===== src/rtl/beta_sequencer.sv =====
// beta_sequencer: multicycle fetch/decode/execute/memory/writeback sequencer for
// the Beta core, stepping imem, dmem and the MUL/DIV unit through req/ack handshakes.
module beta_sequencer (
  input  logic        clk,
  input  logic        rst_n,
  output logic        imem_req,
  input  logic        imem_ack,
  input  logic [31:0] instr,
  output logic [31:0] ir,
  output logic [5:0]  ctl_addr,
  input  logic [11:0] ctl_word,
  output logic [11:0] cw,
  output logic        alu_start,
  input  logic        alu_done,
  output logic        dmem_req,
  output logic        dmem_we,
  input  logic        dmem_ack,
  input  logic        z,
  output logic        rf_we,
  output logic        pc_en,
  output logic [1:0]  pc_sel,
  output logic        illop,
  output logic [31:0] instret
);

  typedef enum logic [2:0] {
    S_IDLE   = 3'd0,
    S_FETCH  = 3'd1,
    S_DECODE = 3'd2,
    S_EXEC   = 3'd3,
    S_MEM    = 3'd4,
    S_WB     = 3'd5,
    S_ILLOP  = 3'd6
  } state_t;

  state_t      state_r;
  logic [31:0] ir_r;
  logic [11:0] cw_r;
  logic [31:0] instret_r;
  logic        imem_req_r;
  logic        alu_start_r;
  logic        dmem_req_r;
  logic        dmem_we_r;
  logic        rf_we_r;
  logic        pc_en_r;
  logic [1:0]  pc_sel_r;
  logic        illop_r;

  // ALUFN 3 (MUL) and 4 (DIV) are the only multicycle ALU operations.
  function automatic logic is_muldiv(input logic [11:0] word);
    return (word[11:8] == 4'd3) || (word[11:8] == 4'd4);
  endfunction

  function automatic logic [1:0] wb_pc_sel(input logic [1:0] pcsel, input logic zf);
    logic [1:0] sel;
    case (pcsel)
      2'b01:   sel = zf ? 2'b01 : 2'b00;
      2'b10:   sel = 2'b10;
      2'b11:   sel = zf ? 2'b00 : 2'b01;
      default: sel = 2'b00;
    endcase
    return sel;
  endfunction

  // Sequencer state, datapath registers and registered strobes for the next state
  always_ff @(posedge clk or negedge rst_n) begin
    if (!rst_n) begin
      state_r     <= S_IDLE;
      ir_r        <= 32'h0000_0000;
      cw_r        <= 12'h000;
      instret_r   <= 32'h0000_0000;
      imem_req_r  <= 1'b0;
      alu_start_r <= 1'b0;
      dmem_req_r  <= 1'b0;
      dmem_we_r   <= 1'b0;
      rf_we_r     <= 1'b0;
      pc_en_r     <= 1'b0;
      pc_sel_r    <= 2'b00;
      illop_r     <= 1'b0;
    end else begin
      imem_req_r  <= 1'b0;
      alu_start_r <= 1'b0;
      dmem_req_r  <= 1'b0;
      dmem_we_r   <= 1'b0;
      rf_we_r     <= 1'b0;
      pc_en_r     <= 1'b0;
      pc_sel_r    <= 2'b00;
      illop_r     <= 1'b0;
      case (state_r)
        S_IDLE: begin
          state_r    <= S_FETCH;
          imem_req_r <= 1'b1;
        end
        S_FETCH: begin
          if (imem_ack) begin
            ir_r    <= instr;
            state_r <= S_DECODE;
          end else begin
            imem_req_r <= 1'b1;
          end
        end
        S_DECODE: begin
          cw_r <= ctl_word;
          if (ctl_word == 12'h000) begin
            state_r  <= S_ILLOP;
            rf_we_r  <= 1'b1;
            pc_en_r  <= 1'b1;
            pc_sel_r <= 2'b11;
            illop_r  <= 1'b1;
          end else begin
            state_r     <= S_EXEC;
            alu_start_r <= is_muldiv(ctl_word);
          end
        end
        S_EXEC: begin
          if (is_muldiv(cw_r) && !alu_done) begin
            state_r <= S_EXEC;
          end else if (cw_r[5] | cw_r[3]) begin
            state_r    <= S_MEM;
            dmem_req_r <= 1'b1;
            dmem_we_r  <= cw_r[3];
          end else begin
            state_r  <= S_WB;
            rf_we_r  <= cw_r[7];
            pc_en_r  <= 1'b1;
            pc_sel_r <= wb_pc_sel(cw_r[1:0], z);
          end
        end
        S_MEM: begin
          if (dmem_ack) begin
            state_r  <= S_WB;
            rf_we_r  <= cw_r[7];
            pc_en_r  <= 1'b1;
            pc_sel_r <= wb_pc_sel(cw_r[1:0], z);
          end else begin
            dmem_req_r <= 1'b1;
            dmem_we_r  <= cw_r[3];
          end
        end
        S_WB: begin
          instret_r  <= instret_r + 32'd1;
          state_r    <= S_FETCH;
          imem_req_r <= 1'b1;
        end
        S_ILLOP: begin
          state_r    <= S_FETCH;
          imem_req_r <= 1'b1;
        end
        default: begin
          state_r <= S_IDLE;
        end
      endcase
    end
  end

  assign ir        = ir_r;
  assign ctl_addr  = ir_r[31:26];
  assign cw        = cw_r;
  assign instret   = instret_r;
  assign imem_req  = imem_req_r;
  assign alu_start = alu_start_r;
  assign dmem_req  = dmem_req_r;
  assign dmem_we   = dmem_we_r;
  assign rf_we     = rf_we_r;
  assign pc_en     = pc_en_r;
  assign pc_sel    = pc_sel_r;
  assign illop     = illop_r;

endmodule

===== config.mk =====
export PLATFORM = sky130hd
export DESIGN_NAME = beta_sequencer
export DESIGN_NICKNAME = d
export VERILOG_FILES = /design/src/rtl/beta_sequencer.sv
export SDC_FILE = /design/constraint.sdc
export NUM_CORES = 1
export LEC_CHECK = 0
export CORE_ASPECT_RATIO = 1.2
export CORE_MARGIN = 3
export CORE_UTILIZATION = 48
export CTS_CLUSTER_SIZE = 12
export DETAILED_ROUTE_END_ITERATION = 8
export PLACE_DENSITY = 0.86
export SLEW_MARGIN = 10
export SYNTH_ARGS = -nofsm -noshare
export SYNTH_HDL_FRONTEND = slang
export SYNTH_SLANG_ARGS = --single-unit
export TNS_END_PERCENT = 1

===== constraint.sdc =====
create_clock -name clk -period 4.5 [get_ports clk]
set_input_delay 0.9 -clock clk [delete_from_list [all_inputs] [get_ports clk]]
set_output_delay 0.9 -clock clk [all_outputs]
set_load 0.01 [all_outputs]

## After elaboration in Yosys (flattened, before gate mapping)

Cells that the tools add are included.

| cells by class | value |
|---|---|
| add/subtract/negate cells | 1 |
| eq/ne operators | 15 |
| mux-type cells | 36 |
| bitwise gates (word level) | 1 |
| reduce and logical (&&, ||, !) cells | 9 |

Operators with widths:

| kind | number |
|---|---|
| 32-bit by 1-bit adder with 32-bit output (second input constant) | 1 |
| 1-bit two-way mux | 20 |
| 3-bit case mux with 5 select lines | 1 |
| 12-bit logical NOT | 1 |
| 3-bit two-way mux | 4 |
| 2-bit case mux with 3 select lines | 2 |
| 3-bit == test (second input constant) | 3 |
| 4-bit by 2-bit == test with 1-bit output (second input constant) | 2 |
| 4-bit by 3-bit == test with 1-bit output (second input constant) | 2 |
| 2-bit two-way mux | 4 |
| 3-bit by 2-bit == test with 1-bit output (second input constant) | 2 |
| 1-bit case mux with 2 select lines | 3 |
| 1-bit case mux with 3 select lines | 2 |
| 2-bit == test (second input constant) | 2 |
| 2-bit inequality test (second input constant) | 2 |
| 2-bit AND reduction | 2 |
| 3-bit by 1-bit == test with 1-bit output (second input constant) | 1 |
| 3-bit logical NOT | 1 |
| 3-bit OR reduction | 1 |
| 2-bit by 1-bit == test with 1-bit output (second input constant) | 1 |
| 1-bit logical OR | 2 |
| 1-bit logical AND | 1 |
| 1-bit logical NOT | 1 |
| 1-bit OR | 1 |

| storage, ports and cells | value |
|---|---|
| register bits after elaboration | 88 |
| input port bits | 50 |
| output and inout bits | 91 |
| logic and storage cells | 74 |

## Logic depth before layout (Yosys ltp)

Gate-level depths: netlist (run 1).

| logic depth | value |
|---|---|
| word-level depth | 5 |
| depth in mapped cells | 7 |
| depth with buffers taken out | 5 |

## Worst setup path after synthesis (run 1)

OpenSTA, ideal clock, no wires.

| timing | value |
|---|---|
| kind | input to register |
| start point | input imem_ack |
| end point | register ir_r[10] (netlist: ir[10]) |
| data arrival time | 1767 ps |
| required time | 4375 ps |
| setup slack | 2608 ps |
| stages | 5 |
| buffers on the path | 2 |
| cell sequence | nor2b_1 > and2_1 > clkbuf_2 > buf_4 > mux2_2 |

| on the way | value |
|---|---|
| word-level cells in the longest chain between the ends | 1 |

Ends and longest elaborated chain:

| what | RTL line | RTL |
|---|---|---|
| from (decl) | 7 | `input logic imem_ack,` |
| 2-bit AND reduction (no source line) | - |  |
| to (signal assigned) | 96 | `ir_r <= instr;` |
| to (decl) | 37 | `logic [31:0] ir_r;` |

No other way between the ends.
A chain may end at the register's enable or synchronous reset.

## Final worst setup path (run 1)

| timing | value |
|---|---|
| start point | register instret_r[4] (netlist: instret[4]) |
| end point | output instret[4] |

RTL lines:

| what | RTL line | RTL |
|---|---|---|
| from (decl) | 39 | `logic [31:0] instret_r;` |
| from (signal assigned) | 141 | `instret_r <= instret_r + 32'd1;` |
| to (decl) | 23 | `output logic [31:0] instret` |

No word-level cell between the ends.

==> results of run 1 <==
==> power breakdown <==
group,switching [mW],internal [mW],total [mW],leakage (nW)
registers,0.203,1.04,1.25,1.12
clock network,0.268,0.214,0.482,0.0776
logic,0.455,0.771,1.23,1.05
==> worst register-to-register path: cells and delay by family (launching register included) <==
kind | cells | cell delay, ps
flip-flops | 1 | 530
AO/OA/AOI/OAI | 1 | 190
AND/OR/NAND/NOR | 3 | 1480
==> final timing paths <==
path                             startpoint           to  slack, ps  cells past startpoint
worst min-delay path            instret[31]  instret[31]        480                      1
worst max-delay path             instret[4]   instret[4]       2180                      1
worst max register to register   state_r[2]    pc_sel[1]       2230                      4
min in group asynchronous             rst_n  instret[22]        740                      1
worst min register to register  instret[31]  instret[31]        480                      1
max in group asynchronous             rst_n   state_r[0]       3070                      1
==> state kept, by name (all words and copies together) (netlist names) <==
| name | flops |
|---|---|
| illop | 1 |
| cw | 12 |
| alu_start | 1 |
| pc_en | 1 |
| instret | 32 |
| ir | 32 |
| pc_sel | 2 |
| dmem_req | 1 |
| imem_req | 1 |
| dmem_we | 1 |
| state_r | 3 |
| rf_we | 1 |
==> metrics by stage <==
step | area (um2) | cells | power, mW
2_1_floorplan | 3785 | 295 | 1.856
3_3_place_gp | 5204 | 511 | 2.451
3_5_place_dp | 5204 | 511 | 2.503
4_1_cts | 5376 | 526 | 2.992
5_1_grt | 5376 | 526 | 3.141
6_report | 5376 | 526 | 2.954
==> layout make-up <==
cell class / instances / area, um2 / share of cell area [%]
clock inverter: 4 / 31.28 / 0.5818
timing repair buffer: 141 / 1406 / 26.16
sequential: 88 / 2202 / 40.96
clock buffer: 11 / 141.4 / 2.630
multi-input combinational: 185 / 1456 / 27.09
inverter: 7 / 26.28 / 0.4887
tap: 90 / 112.6 / 2.094
==> cell usage after synthesis, drive strengths merged, types with 2 or more instances <==
cell type,count,area share (%)
dfrtp,88,58
mux2,44,13
xnor2,27,6.2
nand4,16,3.0
buf,14,2.5
nand2,14,1.4
nand3,14,1.9
nor2,13,1.4
o21ai,8,1.1
inv,7,0.69
nor4,6,1.8
and3,5,0.83
xor2,5,1.2
and2,4,0.66
a21oi,3,0.40
nor3,3,0.40
o22ai,3,0.50
or2,3,0.50
a211oi,2,0.40
nand2b,2,0.33
nand3b,2,0.40
nand4b,2,0.86
or3b,2,0.53
==> cell families (layout without fill, tap and decap cells) <==
group / after synthesis / count (layout) / share of synthesized area (%)
DFF: 88 / 88 / 58.18
AOI/OAI and AO/OA: 18 / 18 / 2.810
muxes: 44 / 44 / 13.09
and+or+nand+nor: 90 / 90 / 14.84
adders and majority gates: 1 / 1 / 0.3305
xor gates and xnor gates: 32 / 32 / 7.405
buffers and inverters: 22 / 163 / 3.339
==> per-layer routing <==
metal	up-vias	wire length, um	GRT usage, %
met5	-	0	0
met4	0	200	8.633
met3	16	502	3.566
met2	93	4423	33.31
met1	1363	3463	24.42
li1	1306	-	-
==> impl_results.md, run 1 <==
- Total leakage power: ~2.2 nW
- Post-DP HPWL: about 6300 um
- Crit share post-route: between 50% and 60%
- Post-CTS Setup Bufs: 0
- # diodes: 0
- Clock latency on the worst-skew pair: 340 ps
- Worst-margin pin slew: approximately 1100 ps
- Syn. warnings: 0
- Commonest non-fill, non-tap cell in the layout: clkdlybuf4s50_1
- Grt ovf: 0
- Cts repair resizes: 0
- Avg Cell Area, Syn: approximately 13 um2
- RSZ-0062 raised after global routing: no
- Cells after synthesis: 295
- Dpl ws: 1881 ps
- Cell Area, Synth: ~3800 um2
- GP Congestion: ~0.84
- First drt pass iteration count: 4
- Area growth syn-to-layout: 42.05%
- Buf/Inv on CP: 1
- CP max FO: 6
- Setup TNS: 0 ps
- Via-to-Cell Ratio: between 5 and 6
- Post-synth EDFFs: 0
- CP Data Required Time: approximately 3600 ps
- Initial Util: 50.84%
- Unique masters post-synth: 37
- Largest net degree at the start of global routing: 89
- CTS buffer count: 9
- Syn Nets: between 300 and 400
- # setup viols final: 0
- Setup crit end kind: output pin
- Tmin final: ~2300 ps
- Asr flop ratio synth: 100.0%
- DIE AREA: roughly 9000 um2
- Final core area utilization: between 70% and 80%
- DR iter-0 viols: slightly below 90
- Status: complete, no violations
- Post-synthesis sequential area ratio: 58.18%
- TritonCTS clock tree: built
- Slew Limit Fails: 0
- Height of the die: between 100 and 150 um
- Worst slew margin: between 20% and 30%
- VDD IR max: between 0.0003 and 0.0004 V
- Vias: 2778
- Hold slack final: between 400 and 500 ps
- Synth Flop Type: dfrtp_1
- # nets final: between 400 and 500
- Tightest Hold Check Type: reg -> reg
- Type of origin of the critical path: flip-flop
- DRT antenna net count: 0
- Routed WL: 8589 um
- Root Driver: clkbuf_8
- Tot GR Track Use: between 10% and 20%
- CTS HTree Levels: 3
- First-pass GRT wire length: approximately 14000 um
- CP max-delay cell: clkdlybuf4s50_1
- WL/cell: around 16 um
- Peak Freq: roughly 430 MHz
- Port buffer count: 140
- FP Rows: 34
- Max Clock Skew: about 6.5 ps
- Yosys reg bits: roughly 90
- Core ar.: roughly 7400 um2
- Die Width: 87.06 um
- Vias in the first global route: 2819
- Proportion of layout cells with a drive suffix above 1: between 15 and 20%
- Setup Crit Path Kind: reg -> out
- Max Cap Viol: 0
- Crit path cell chain: clkdlybuf4s50_1
- DRC viols: 0
- Sinks on Clock Net: 88
- Hold_buf cts: 0
- Final Hold Vio Count: 0
- Most frequent cells in the layout: clkdlybuf4s50_1 (139), dfrtp_1 (88), mux2_2 (44)
- Initial antenna violation count: 0
- CP max stage delay: approximately 610 ps
- Final worst slack: 2181 ps
- Ports: around 140
- Clock-pin slew on the worst setup and hold paths: 90 ps
- Power Dens Cells: between 500 and 600 nW/um2
- Fill count: ~530
- CP arrival: ~1400 ps
- Critical path's top delay family: buffers and inverters
- CTS max path bufs: 2
No activity file was read; power rests on OpenSTA's default activity.
==> inputs of run 2 (changes only) <==
- CORE_UTILIZATION: 48 -> 40
- PLACE_DENSITY: 0.86 -> 0.76
- clock period: 4.5 -> 2.1 ns (I/O delays scaled with it)
==> run 2 against run 1 <==
  * Design area grew 2.6%
  * Utilization is 12 points lower
  * Largest power group is now combinational logic
  * Sequential power increased by 110%
==> impl_results.md, run 2 (synthesized netlist as in run 1, its figures left out) <==
- FP Rows: 38
- CP arrival: 1450 ps
- Initial Util: 41.46%
- CP Depth: 1
- Tightest Hold Check Type: reg -> reg
- Ports: 141
- VDD IR max: ~0.00067 V
- CP Data Required Time: around 1700 ps
- Clock latency on the worst-skew pair: 350 ps
- Most frequent cells in the layout: clkdlybuf4s50_1 (139), dfrtp_1 (88), mux2_2 (44)
- Max Clock Skew: ~7.2 ps
- Routed WL: 8561 um
- Proportion of layout cells with a drive suffix above 1: between 15 and 20%
- Via-to-Cell Ratio: 4.936
- RSZ-0062 raised after global routing: no
- Buf/Inv on CP: 1
- Commonest non-fill, non-tap cell in the layout: clkdlybuf4s50_1
- Root Driver: clkbuf_8
- Initial antenna violation count: 0
- Area growth syn-to-layout: 45.72%
- Height of the die: between 100 and 150 um
- WL/cell: between 15 and 20 um
- Max Cap Viol: 0
- DIE AREA: 10670 um2
- Worst slew margin: approximately 64%
- First drt pass iteration count: 4
- Final Hold Vio Count: 0
- Power Dens Cells: between 1000 and 1500 nW/um2
- Pwr Total: 6.482 mW
- Worst setup path start: instret[4]
- Status: complete, no violations
- Worst-margin pin slew: around 540 ps
- Post-DP HPWL: approximately 6500 um
- Die Width: between 90 and 100 um
- TritonCTS clock tree: built
- Setup crit end kind: output pin
- Tmin final: approximately 1900 ps
- DRT antenna net count: 0
- Final core area utilization: 60.42%
- Clock-pin slew on the worst setup and hold paths: approximately 80 ps
- CP max-delay cell: clkdlybuf4s50_1
- # diodes: 0
- # nets final: ~490
- Vias in the first global route: 2778
- DRC viols: 0
- Total leakage power: approximately 2.3 nW
- CP max stage delay: ~610 ps
- Largest net degree at the start of global routing: 46
- Tot GR Track Use: between 10% and 20%
- R2R Setup Slk: ~250 ps
- First-pass GRT wire length: around 14000 um
- CP max FO: 6
- R2r startpoint: cw[9]
- Cts repair resizes: 0
- # setup viols final: 0
- DR iter-0 viols: 66
- Setup Crit Path Kind: reg -> out
- CTS buffer count: 9
- Core ar.: 9129 um2
- Sinks on Clock Net: 88
- CTS max path bufs: 2
- Crit share post-route: between 80% and 90%
- Slew Limit Fails: 0
- Vias: 2784
- CTS HTree Levels: 3
- RR Endpoint: pc_sel[1]
- Peak Freq: 535.7 MHz
- Grt ovf: 0
- Setup TNS: 0 ps
- Worst reg2reg path depth: 4
- Critical path's top delay family: buffers and inverters
- Port buffer count: 140
- CP endpoint: instret[4]
- Type of origin of the critical path: flip-flop
- GP Congestion: between 0.7 and 0.8
- Crit path cell chain: clkdlybuf4s50_1
run 2: worst min path at each step:
stage           startpoint  slack, ps           to  depth (start not counted)
3_5_place_dp         rst_n        390    alu_start                          1
2_1_floorplan        rst_n        120    alu_start                          0
5_1_grt        instret[31]        510  instret[31]                          1
6_report       instret[31]        470  instret[31]                          1
4_1_cts        instret[31]        480  instret[31]                          1
3_3_place_gp         rst_n        380    alu_start                          1
run 2: where the power goes:
part           switching, mW  total (mW)  internal [mW]
clock                  0.561        1.13          0.571
sequential             0.383        2.62           2.24
combinational           1.03        2.73           1.71
run 2: cell type report:
| class | count | area, um2 |
|---|---|---|
| well taps | 120 | 150.1 |
| flip-flops and latches | 88 | 2202 |
| clock buffers | 11 | 141.4 |
| multi-input cells | 185 | 1456 |
| fillers | 773 | 3613 |
| clock inverters | 4 | 45.04 |
| repair buffers | 149 | 1494 |
| inverters | 7 | 26.28 |
run 2: timing repair:
item	in CTS	in global routing
setup buffers	0	0
hold endpoints to repair	29	0
hold buffers	1	0
run 2: stage by stage:
stage / cells / hold slack [ps] / setup slack [ps] / instance area [um2]
after global routing: 564 / 509.0 / 147.0 / 5515
after floorplan: 295 / 124.4 / 424.6 / 3785
after detailed placement: 548 / 387.8 / 113.8 / 5319
after CTS: 564 / 477.6 / 192.5 / 5515
after global placement: 548 / 384.3 / 140.8 / 5319
final: 564 / 475.0 / 233.3 / 5515
run 2: routing by layer:
layer,part of all wire (%),vias up,GRT usage [%]
met1,39,1352,19.23
met3,8.1,7,6.434
met4,1.3,0,4.909
li1,-,1330,-
met2,52,95,28.55
met5,0,-,0
run 2: worst reg2reg max path, delay by kind of cell (launching register included):
kind	cells	cell delay, ps
AO/OA/AOI/OAI	3	820
flip-flops	1	410
AND/OR/NAND/NOR	1	490
==> inputs of run 3 (changes only) <==
==> constraint.sdc (replaced) <==
create_clock -name clk -period 2.1 [get_ports clk]
set_input_delay 0.21 -clock clk [delete_from_list [all_inputs] [get_ports clk]]
set_output_delay 0.21 -clock clk [all_outputs]
set_load 0.01 [all_outputs]
==> run 3 against run 2 <==
  * Clock skew down 1.8 ps
  * Register-to-register slack worse by 40 ps
  * Sequential power about the same
  * Largest power group unchanged
  * Critical endpoint is now pc_sel[1]
  * Largest cell class unchanged
  * Wire length down 0.74%
  * Non-clock buffer count down 2
==> impl_results.md, run 3 (synthesized netlist as in run 1, its figures left out) <==
- Grt ovf: 0
- VDD IR max: 0.0006236 V
- Tot GR Track Use: ~17%
- CP Data Required Time: 2320 ps
- Die Width: 94.80 um
- Clock share of power: 16.7%
- Post-CTS Setup Bufs: 0
- Int Pwr: 4.456 mW
- Initial antenna violation count: 0
- Max Clock Skew: about 5.3 ps
- Area growth syn-to-layout: 45.26%
- Post-DP HPWL: around 6300 um
- Largest net degree at the start of global routing: 46
- Most frequent cells in the layout: clkdlybuf4s50_1 (139), dfrtp_1 (88), mux2_2 (44)
- Core ar.: between 9000 and 10000 um2
- Sinks on Clock Net: roughly 90
- Clock-pin slew on the worst setup and hold paths: about 80 ps
- # nets final: ~500
- Gr busiest metal: met2
- RSZ-0062 raised after global routing: no
- Slew Limit Fails: 0
- Proportion of layout cells with a drive suffix above 1: between 15 and 20%
- Type of origin of the critical path: flip-flop
- Peak Freq: roughly 530 MHz
- Worst-margin pin slew: around 570 ps
- Sw frac: 30.57%
- Power Dens Cells: roughly 1200 nW/um2
- Setup crit end kind: flip-flop
- Routed WL: approximately 8500 um
- M2 GR Usage: between 20% and 30%
- First drt pass iteration count: 4
- DRC viols: 0
- Vias in the first global route: approximately 2900
- Setup TNS: 0 ps
- Worst slew margin: 62.26%
- TritonCTS clock tree: built
- DRT antenna net count: 0
- Root Driver: clkbuf_8
- Reg area: around 2200 um2
- FP Rows: 38
- Fill count: around 780
- Tmin final: 1892 ps
- Clock latency on the worst-skew pair: between 300 and 400 ps
- Worst reg2reg path depth: 4
- Met3 GRT Util: between 5 and 6%
- Tightest Hold Check Type: in -> async
- CTS buffer count: 9
- CP max FO: 4
- R2r startpoint: cw[9]
- Crit path cell chain: or3b_2 > a211oi_1 > o31a_1 > o21ai_0
- # setup viols final: 0
- Port buffer count: 140
- CP max-delay cell: or3b_2
- Flop pwr share: between 40% and 50%
- Status: complete, no violations
- Hold_buf cts: 1
- First-pass GRT wire length: between 10000 and 15000 um
- Commonest non-fill, non-tap cell in the layout: clkdlybuf4s50_1
- Vias: roughly 2800
- Initial Util: slightly above 40%
- Total leakage power: 2.307 nW
- Ports: approximately 140
- Cts repair resizes: 0
- Via-to-Cell Ratio: around 5
- Crit share post-route: 90.10%
- CP arrival: between 2000 and 2500 ps
- Final core area utilization: approximately 60%
- # diodes: 0
- Final Hold Vio Count: 0
- CTS HTree Levels: 3
- GP Congestion: approximately 0.75
- Height of the die: 112.6 um
- RR Endpoint: pc_sel[1]
- Multi-input logic area: 1456 um2
- R2R Setup Slk: 210 ps
- Max Cap Viol: 0
- Setup Crit Path Kind: reg -> reg
- DR iter-0 viols: 88
- Met1 Use GR: 19.96%
- Comb power frac: approximately two fifths
- CP max stage delay: ~490 ps
- NetSw: approximately 2.0 mW
- WL/cell: around 15 um
- DIE AREA: between 10000 and 15000 um2
- CTS max path bufs: 2
==> run 3: cell types whose count changed in the layout (fill, tap and decap cells not counted) <==
cell / before / now
bufinv_16: 1 / 0
clkbuf_8: 10 / 12
buf_4: 7 / 5
==> run 3: worst max-delay path by stage <==
stage | start | end | slack, ps
after floorplan | cw[9] | pc_sel[0] | 420
after global placement | cw[9] | pc_sel[1] | 320
after detailed placement | cw[9] | pc_sel[1] | 220
after CTS | cw[9] | pc_sel[1] | 200
after global routing | cw[9] | pc_sel[1] | 60
final | cw[9] | pc_sel[1] | 210
==> run 3: per-layer routing <==
metal,share of wire [%],vias to the layer above
met2,51,97
met5,0,-
met1,39,1366
met3,9.0,7
met4,1.2,0
li1,-,1323
==> run 3: metrics by stage <==
step                total power [mW]  cell area (um2)  hold slack, ps  std cells  setup slack, ps
global placement               5.345             5304           242.1        546            316.0
CTS                            6.518             5498           413.4        563            197.4
detailed placement             5.417             5304           246.1        546            218.9
floorplan                      3.977             3785          -85.59        295            424.6
global route                   6.853             5498           449.6        563            63.28
finish                         6.418             5498           396.2        563            207.9
==> run 3: critical path, delay by kind of cell, from the launching register on <==
kind,cells,cell delay [ps]
AO/OA/AOI/OAI,3,850
AND/OR/NAND/NOR,1,490
flip-flops,1,410
==> run 3: layout make-up <==
type / instances / area share [%]
sequential: 88 / 40.05
clock buffer: 13 / 3.072
timing repair buffer: 147 / 26.90
inverter: 7 / 0.4779
multi-input combinational: 185 / 26.49
tap: 120 / 2.731
clock inverter: 3 / 0.2731
==> run 3: power by group through the flow <==
stage               Sequential [mW]  Combinational (mW)  Clock, mW
finish                         2.65                2.69       1.07
global route                   2.74                2.92       1.19
CTS                            2.66                2.73       1.12
detailed placement             2.69                2.72          0
global placement               2.66                2.69          0
floorplan                      2.83                1.15          0
